==> src/rtl/qpu_instr_encoder_pkg.sv <==
// Shared definitions for the QPU instruction encoder: descriptor kind codes,
// classical opcodes and the signed-immediate range check.
package qpu_instr_encoder_pkg;

   localparam logic [3:0] QPU_ENC_KIND_LOAD    = 4'd0;
   localparam logic [3:0] QPU_ENC_KIND_STORE   = 4'd1;
   localparam logic [3:0] QPU_ENC_KIND_BRANCH  = 4'd2;
   localparam logic [3:0] QPU_ENC_KIND_OPIMM   = 4'd3;
   localparam logic [3:0] QPU_ENC_KIND_OP      = 4'd4;
   localparam logic [3:0] QPU_ENC_KIND_QWAIT   = 4'd5;
   localparam logic [3:0] QPU_ENC_KIND_FMR     = 4'd6;
   localparam logic [3:0] QPU_ENC_KIND_SMIS    = 4'd7;
   localparam logic [3:0] QPU_ENC_KIND_QUANTUM = 4'd8;

   localparam logic [4:0] OPC_LOAD   = 5'b00000;
   localparam logic [4:0] OPC_STORE  = 5'b01000;
   localparam logic [4:0] OPC_BRANCH = 5'b11000;
   localparam logic [4:0] OPC_OPIMM  = 5'b00010;
   localparam logic [4:0] OPC_OP     = 5'b01010;
   localparam logic [4:0] OPC_QWAIT  = 5'b10010;
   localparam logic [4:0] OPC_FMR    = 5'b11010;
   localparam logic [4:0] OPC_SMIS   = 5'b00110;

   // True when imm is representable as an n-bit signed value (imm[31:n-1] all equal).
   function automatic logic imm_fits(input logic [31:0] imm, input int unsigned n);
      logic [31:0] sh;
      sh = $signed(imm) >>> (n - 1);
      return (sh == '0) || (sh == '1);
   endfunction

endpackage

==> src/rtl/qpu_instr_pack.sv <==
// Combinational packer: descriptor kind + fields -> 32-bit QPU instruction word,
// flagging out-of-range immediates and undefined kinds.
module qpu_instr_pack
   import qpu_instr_encoder_pkg::*;
(
   input  logic [3:0]  kind,
   input  logic [2:0]  func3,
   input  logic [4:0]  rd,
   input  logic [4:0]  rs1,
   input  logic [4:0]  rs2,
   input  logic [31:0] imm,
   input  logic [8:0]  qop1,
   input  logic [8:0]  qop2,
   input  logic [2:0]  qpi,
   output logic [31:0] word,
   output logic        range_err
);

   always_comb begin
      word      = '0;
      range_err = 1'b0;
      case (kind)
         QPU_ENC_KIND_LOAD: begin
            word[4:0]   = OPC_LOAD;
            word[9:5]   = rd;
            word[14:10] = rs1;
            word[28:15] = imm[13:0];
            word[31:29] = imm[16:14];
            range_err   = !imm_fits(imm, 17);
         end
         QPU_ENC_KIND_STORE: begin
            word[4:0]   = OPC_STORE;
            word[9:5]   = imm[13:9];
            word[14:10] = rs1;
            word[23:15] = imm[8:0];
            word[28:24] = rs2;
            word[31:29] = imm[16:14];
            range_err   = !imm_fits(imm, 17);
         end
         QPU_ENC_KIND_BRANCH: begin
            word[4:0]   = OPC_BRANCH;
            word[9:5]   = imm[13:9];
            word[14:10] = rs1;
            word[23:15] = imm[8:0];
            word[28:24] = rs2;
            word[31:29] = func3;
            range_err   = !imm_fits(imm, 14);
         end
         QPU_ENC_KIND_OPIMM: begin
            word[4:0]   = OPC_OPIMM;
            word[9:5]   = rd;
            word[14:10] = rs1;
            word[28:15] = imm[13:0];
            word[31:29] = func3;
            range_err   = !imm_fits(imm, 14);
         end
         QPU_ENC_KIND_OP, QPU_ENC_KIND_FMR: begin
            word[4:0]   = (kind == QPU_ENC_KIND_OP) ? OPC_OP : OPC_FMR;
            word[9:5]   = rd;
            word[14:10] = rs1;
            word[28:24] = rs2;
            word[31:29] = func3;
         end
         QPU_ENC_KIND_QWAIT: begin
            // Wait count is scattered across every non-opcode field.
            word[4:0]   = OPC_QWAIT;
            word[9:5]   = imm[23:19];
            word[14:10] = imm[13:9];
            word[23:15] = imm[8:0];
            word[28:24] = imm[18:14];
            word[31:29] = imm[26:24];
            range_err   = !imm_fits(imm, 27);
         end
         QPU_ENC_KIND_SMIS: begin
            word[4:0]   = OPC_SMIS;
            word[9:5]   = rd;
            word[14:10] = imm[13:9];
            word[23:15] = imm[8:0];
            word[31:24] = imm[21:14];
            range_err   = !imm_fits(imm, 22);
         end
         QPU_ENC_KIND_QUANTUM: begin
            word[0]     = 1'b1;
            word[9:1]   = qop1;
            word[14:10] = rs1;
            word[23:15] = qop2;
            word[28:24] = rs2;
            word[31:29] = qpi;
         end
         default: range_err = 1'b1;
      endcase
   end

endmodule

==> src/rtl/qpu_instr_encoder.sv <==
// Streaming instruction encoder / program loader: accepts descriptors, packs
// them and writes the words sequentially into instruction memory.
module qpu_instr_encoder
   import qpu_instr_encoder_pkg::*;
#(
   parameter int unsigned PC_W  = 16,
   parameter int unsigned CNT_W = 12
) (
   input  logic             clk,
   input  logic             rst_n,
   input  logic             start,
   input  logic [PC_W-1:0]  base_addr,
   input  logic [CNT_W-1:0] word_cnt,
   input  logic             desc_valid,
   output logic             desc_ready,
   input  logic [3:0]       desc_kind,
   input  logic [2:0]       desc_func3,
   input  logic [4:0]       desc_rd,
   input  logic [4:0]       desc_rs1,
   input  logic [4:0]       desc_rs2,
   input  logic [31:0]      desc_imm,
   input  logic [8:0]       desc_qop1,
   input  logic [8:0]       desc_qop2,
   input  logic [2:0]       desc_qpi,
   output logic             mem_valid,
   input  logic             mem_ready,
   output logic [PC_W-1:0]  mem_addr,
   output logic [31:0]      mem_wdata,
   output logic             busy,
   output logic             done,
   output logic             enc_err,
   output logic [7:0]       err_cnt
);

   typedef enum logic [1:0] {StIdle, StRun, StDrain} state_e;

   state_e           state_q, state_d;
   logic [CNT_W-1:0] remain_q, remain_d;
   logic [PC_W-1:0]  addr_q, addr_d;
   logic [31:0]      wdata_q, wdata_d;
   logic             valid_q, valid_d;
   logic             enc_err_q, enc_err_d;
   logic [7:0]       err_cnt_q, err_cnt_d;
   logic             zero_done_q, zero_done_d;

   logic [31:0] pack_word;
   logic        pack_err;
   logic        accept;
   logic        write_fire;

   qpu_instr_pack u_pack (
      .kind      (desc_kind),
      .func3     (desc_func3),
      .rd        (desc_rd),
      .rs1       (desc_rs1),
      .rs2       (desc_rs2),
      .imm       (desc_imm),
      .qop1      (desc_qop1),
      .qop2      (desc_qop2),
      .qpi       (desc_qpi),
      .word      (pack_word),
      .range_err (pack_err)
   );

   assign write_fire = valid_q & mem_ready;
   assign desc_ready = (state_q == StRun) & (remain_q != '0) & (~valid_q | mem_ready);
   assign accept     = desc_valid & desc_ready;

   always_comb begin
      state_d     = state_q;
      remain_d    = remain_q;
      addr_d      = addr_q;
      wdata_d     = wdata_q;
      valid_d     = valid_q;
      enc_err_d   = 1'b0;
      err_cnt_d   = err_cnt_q;
      zero_done_d = 1'b0;

      // mem_addr always names the held word; the next word goes one slot later.
      if (write_fire) begin
         valid_d = 1'b0;
         addr_d  = addr_q + PC_W'(4);
      end

      case (state_q)
         StIdle: begin
            if (start) begin
               addr_d    = base_addr & ~PC_W'(3);
               remain_d  = word_cnt;
               err_cnt_d = '0;
               if (word_cnt == '0) begin
                  zero_done_d = 1'b1;
               end else begin
                  state_d = StRun;
               end
            end
         end
         StRun: begin
            if (accept) begin
               remain_d = remain_q - CNT_W'(1);
               if (remain_q == CNT_W'(1)) begin
                  state_d = StDrain;
               end
               if (pack_err) begin
                  enc_err_d = 1'b1;
                  if (err_cnt_q != 8'hFF) begin
                     err_cnt_d = err_cnt_q + 8'd1;
                  end
               end else begin
                  valid_d = 1'b1;
                  wdata_d = pack_word;
               end
            end
         end
         StDrain: begin
            if (!valid_q) begin
               state_d = StIdle;
            end
         end
         default: state_d = StIdle;
      endcase
   end

   always_ff @(posedge clk or negedge rst_n) begin
      if (!rst_n) begin
         state_q     <= StIdle;
         remain_q    <= '0;
         addr_q      <= '0;
         wdata_q     <= '0;
         valid_q     <= 1'b0;
         enc_err_q   <= 1'b0;
         err_cnt_q   <= '0;
         zero_done_q <= 1'b0;
      end else begin
         state_q     <= state_d;
         remain_q    <= remain_d;
         addr_q      <= addr_d;
         wdata_q     <= wdata_d;
         valid_q     <= valid_d;
         enc_err_q   <= enc_err_d;
         err_cnt_q   <= err_cnt_d;
         zero_done_q <= zero_done_d;
      end
   end

   assign mem_valid = valid_q;
   assign mem_addr  = addr_q;
   assign mem_wdata = wdata_q;
   assign busy      = (state_q != StIdle);
   assign done      = ((state_q == StDrain) & ~valid_q) | zero_done_q;
   assign enc_err   = enc_err_q;
   assign err_cnt   = err_cnt_q;

endmodule

==> config.mk <==
export PLATFORM = sky130hd
export DESIGN_NAME = qpu_instr_encoder
export DESIGN_NICKNAME = d
export VERILOG_FILES = /design/src/rtl/qpu_instr_encoder_pkg.sv /design/src/rtl/qpu_instr_pack.sv /design/src/rtl/qpu_instr_encoder.sv
export SDC_FILE = /design/constraint.sdc
export NUM_CORES = 1
export LEC_CHECK = 0
export ABC_AREA = 1
export BUFFER_PORTS_ARGS = -buffer_cell sky130_fd_sc_hd__buf_2
export CORE_MARGIN = 1
export CORE_UTILIZATION = 31
export CTS_CLUSTER_DIAMETER = 150
export DETAILED_ROUTE_END_ITERATION = 8
export PLACE_DENSITY_LB_ADDON = 0.25
export SYNTH_ARGS = -nofsm -noshare
export SYNTH_HDL_FRONTEND = slang
export SYNTH_SLANG_ARGS = --single-unit
==> constraint.sdc <==
create_clock -name clk -period 4.6 [get_ports clk]
set_input_delay 0.46 -clock clk [delete_from_list [all_inputs] [get_ports clk]]
set_output_delay 0.46 -clock clk [all_outputs]
set_load 0.01 [all_outputs]
==> impl_metrics.json <==
{
  "coreArea_mm2": 0.0141,
  "nFillCells": 1548,
  "yosys_most_used_dff": "dfrtp_1",
  "crit_type": "register to register",
  "die-area_mm2": 0.0152,
  "maxCapViolations": 0,
  "synth.area.top_cells": "dfrtp_1, nand2_1, nand3_1",
  "cts-root-buf": "clkbuf_16",
  "via_count": 4789,
  "wl_um": 13900,
  "drtIter0Drc": 300,
  "fin_crit_ns": 2.35,
  "cts.htree.levels": 3,
  "outcome": "finished, final reports clean",
  "rsz0062_at_grt": "no",
  "clock_path_buffers": 2,
  "final_layout_size_suffix_gt1_share_pct": 25.8,
  "grt_usage_pct": 18.6,
  "slew_violations": 0,
  "portBuffers": 164,
  "cts_buffers": 9,
  "post-synth-top-count-cell": "nand2_1",
  "path_max_fanout": 21,
  "hp-class": "primary input to async pin",
  "critPathCaptureType": "register",
  "std_cell_rows": 43,
  "post-route-period-util_pct": 51.0,
  "start_util_pct": 32.3,
  "fin_util_pct": 40.9,
  "cts_tree": "done",
  "fin_setup_tns_ns": 0,
  "hold_slack_ns": 0.259,
  "cp.required_ns": 4.86,
  "ios": 169,
  "synth_seq_area_share_pct": 38.9,
  "drc_errors": 0,
  "synth_common_cells": "nand2_1, nand3_1, nor2_1",
  "maxSlewHeadroom_pct": 38.7,
  "avgSynthCellArea_um2": 7.06,
  "worst_pin_slew_ns": 0.919,
  "cts-resized-gates": 0,
  "skew_ns": 0.00621,
  "synth-edff-count": 0,
  "place_congestion": 0.915,
  "synth-seq-cells": 71,
  "clk_latency_ns": 0.33,
  "post-dp-hpwl_um": 10500,
  "final-hold-violation-count": 0,
  "post_drt_wl_per_cell_um": 14.1,
  "die_height_um": 123,
  "async_flop_share_pct": 100,
  "syn_to_final_growth_pct": 26.7,
  "cts_setup_buffers": 0,
  "synth_cell_types": 37,
  "vdd_drop_max_mv": 0.183,
  "clkSinkCount": 71,
  "fmax_ghz": 0.426,
  "n_antenna_cell": 0,
  "cts_hold_buf": 0,
  "postRouteAntennaNets": 0,
  "grt_pass1_wl_um": 21600,
  "p_per_area_mw_per_mm2": 541,
  "ys_warn_count": 0,
  "cp-start-kind": "register",
  "layout.nets": 916,
  "synth_top_area_share_pct": 38.9,
  "grt_max_degree": 72,
  "multi_input_area_mm2": 0.00243,
  "final-seq-area_mm2": 0.00178,
  "firstDrtPassIters": 5,
  "synthCells": 647,
  "grt-ovfl-total": 0,
  "clk_pin_slew_ns": 0.06,
  "antenna_found_initial": 0,
  "grt_pass1_vias": 4333,
  "syn_area_mm2": 0.00457,
  "p_leak_nw": 3.10,
  "finalSetupViolCount": 0,
  "synth_top_cell_by_area": "dfrtp_1",
  "via_per_inst": 4.85,
  "die_width_um": 123,
  "worst_ep_arrival_time_ns": 2.61
}
==> state kept, by name, indices dropped and copies added, names as in the netlist <==
| register | flops |
|---|---|
| state_q | 2 |
| enc_err | 1 |
| mem_valid | 1 |
| remain_q | 12 |
| zero_done_q | 1 |
| mem_addr | 14 |
| mem_wdata | 32 |
| err_cnt | 8 |
==> report_power, final <==
part / leakage, nW / switching, mW / internal (mW) / total (mW)
sequential: 0.904 / 0.208 / 0.888 / 1.10
combinational: 2.05 / 0.846 / 0.479 / 1.33
clock: 0.151 / 0.266 / 0.444 / 0.710
total: 3.10 / 1.32 / 1.81 / 3.13
==> path summary, 6_finish.rpt <==
check / cells after the start / slack [ns] / end / startpoint
max: 7 / 2.25 / remain_q[11]$_DFFE_PN0P_ / state_q[0]$_DFFE_PN0P_
min: 1 / 0.26 / mem_addr[9]$_DFF_PN0_ / rst_n
max reg2reg: 7 / 2.25 / remain_q[11]$_DFFE_PN0P_ / state_q[0]$_DFFE_PN0P_
min reg2reg: 2 / 0.46 / mem_wdata[6]$_DFFE_PN0P_ / mem_wdata[6]$_DFFE_PN0P_
max in group asynchronous: 1 / 3.75 / mem_wdata[7]$_DFFE_PN0P_ / rst_n
min in group clk: 3 / 0.33 / mem_addr[8]$_DFF_PN0_ / base_addr[8]
==> final cells by class <==
cell class | instances | share of cell area (%)
Clock buffer | 11 | 4.37
Clock inverter | 4 | 0.779
Inverter | 60 | 3.89
Multi-Input combinational cell | 496 | 42.0
Sequential cell | 71 | 30.7
Tap cell | 180 | 3.89
Timing Repair Buffer | 165 | 14.4
==> logic make-up after synthesis <==
group | Yosys count | share of synthesized area (%)
AO/OA/AOI/OAI | 79 | 11.0
XOR/XNOR | 16 | 3.07
adder cells (fa/ha/maj) | 5 | 1.37
buffers and inverters | 81 | 7.95
flip-flops | 71 | 38.9
other | 1 | 0.0821
AND/OR/NAND/NOR | 394 | 37.6
==> worst max-delay path, stage by stage, from the launching register on <==
cell     delay (ns)
dfrtp_1        0.39
inv_1          0.10
nand2_2        0.10
nor2_2         0.30
inv_1          0.42
nand2_1        0.61
o21ai_0        0.18
o21ai_1        0.16
==> placed cells by master (no fill, tap or decap), drive strengths merged <==
master,count
nand2,212
buf,165
clkbuf,11
a22oi,4
nand3,73
o21ai,30
o221ai,2
nor4,1
xor2,12
dfrtp,71
or2,1
o211ai,8
a21oi,11
o22ai,6
a31oi,6
ha,5
nor2,83
nand4,17
o21bai,2
bufinv,1
conb,2
a22o,10
xnor2,4
clkinv,3
nor3,7
inv,60
==> layer usage <==
| metal | GRT usage (%) | vias to the layer above | wire (µm) |
|---|---|---|---|
| met5 | 0 | - | 0 |
| li1 | - | 2437 | - |
| met3 | 2.40 | 20 | 755 |
| met2 | 29.7 | 158 | 6220 |
| met4 | 8.06 | 0 | 282 |
| met1 | 25.0 | 2174 | 6640 |
==> stage by stage <==
step / power, mW / setup WS (ns) / cells / cell area, µm²
2_1_floorplan: 1.94 / 2.91 / 648 / 4570
3_3_place_gp: 2.43 / 2.12 / 972 / 5490
3_5_place_dp: 2.44 / 2.12 / 972 / 5490
4_1_cts: 3.16 / 2.24 / 987 / 5790
5_1_grt: 3.39 / 1.97 / 987 / 5790
6_report: 3.13 / 2.25 / 987 / 5790
Note: power is estimated with default switching activity, not from simulation.
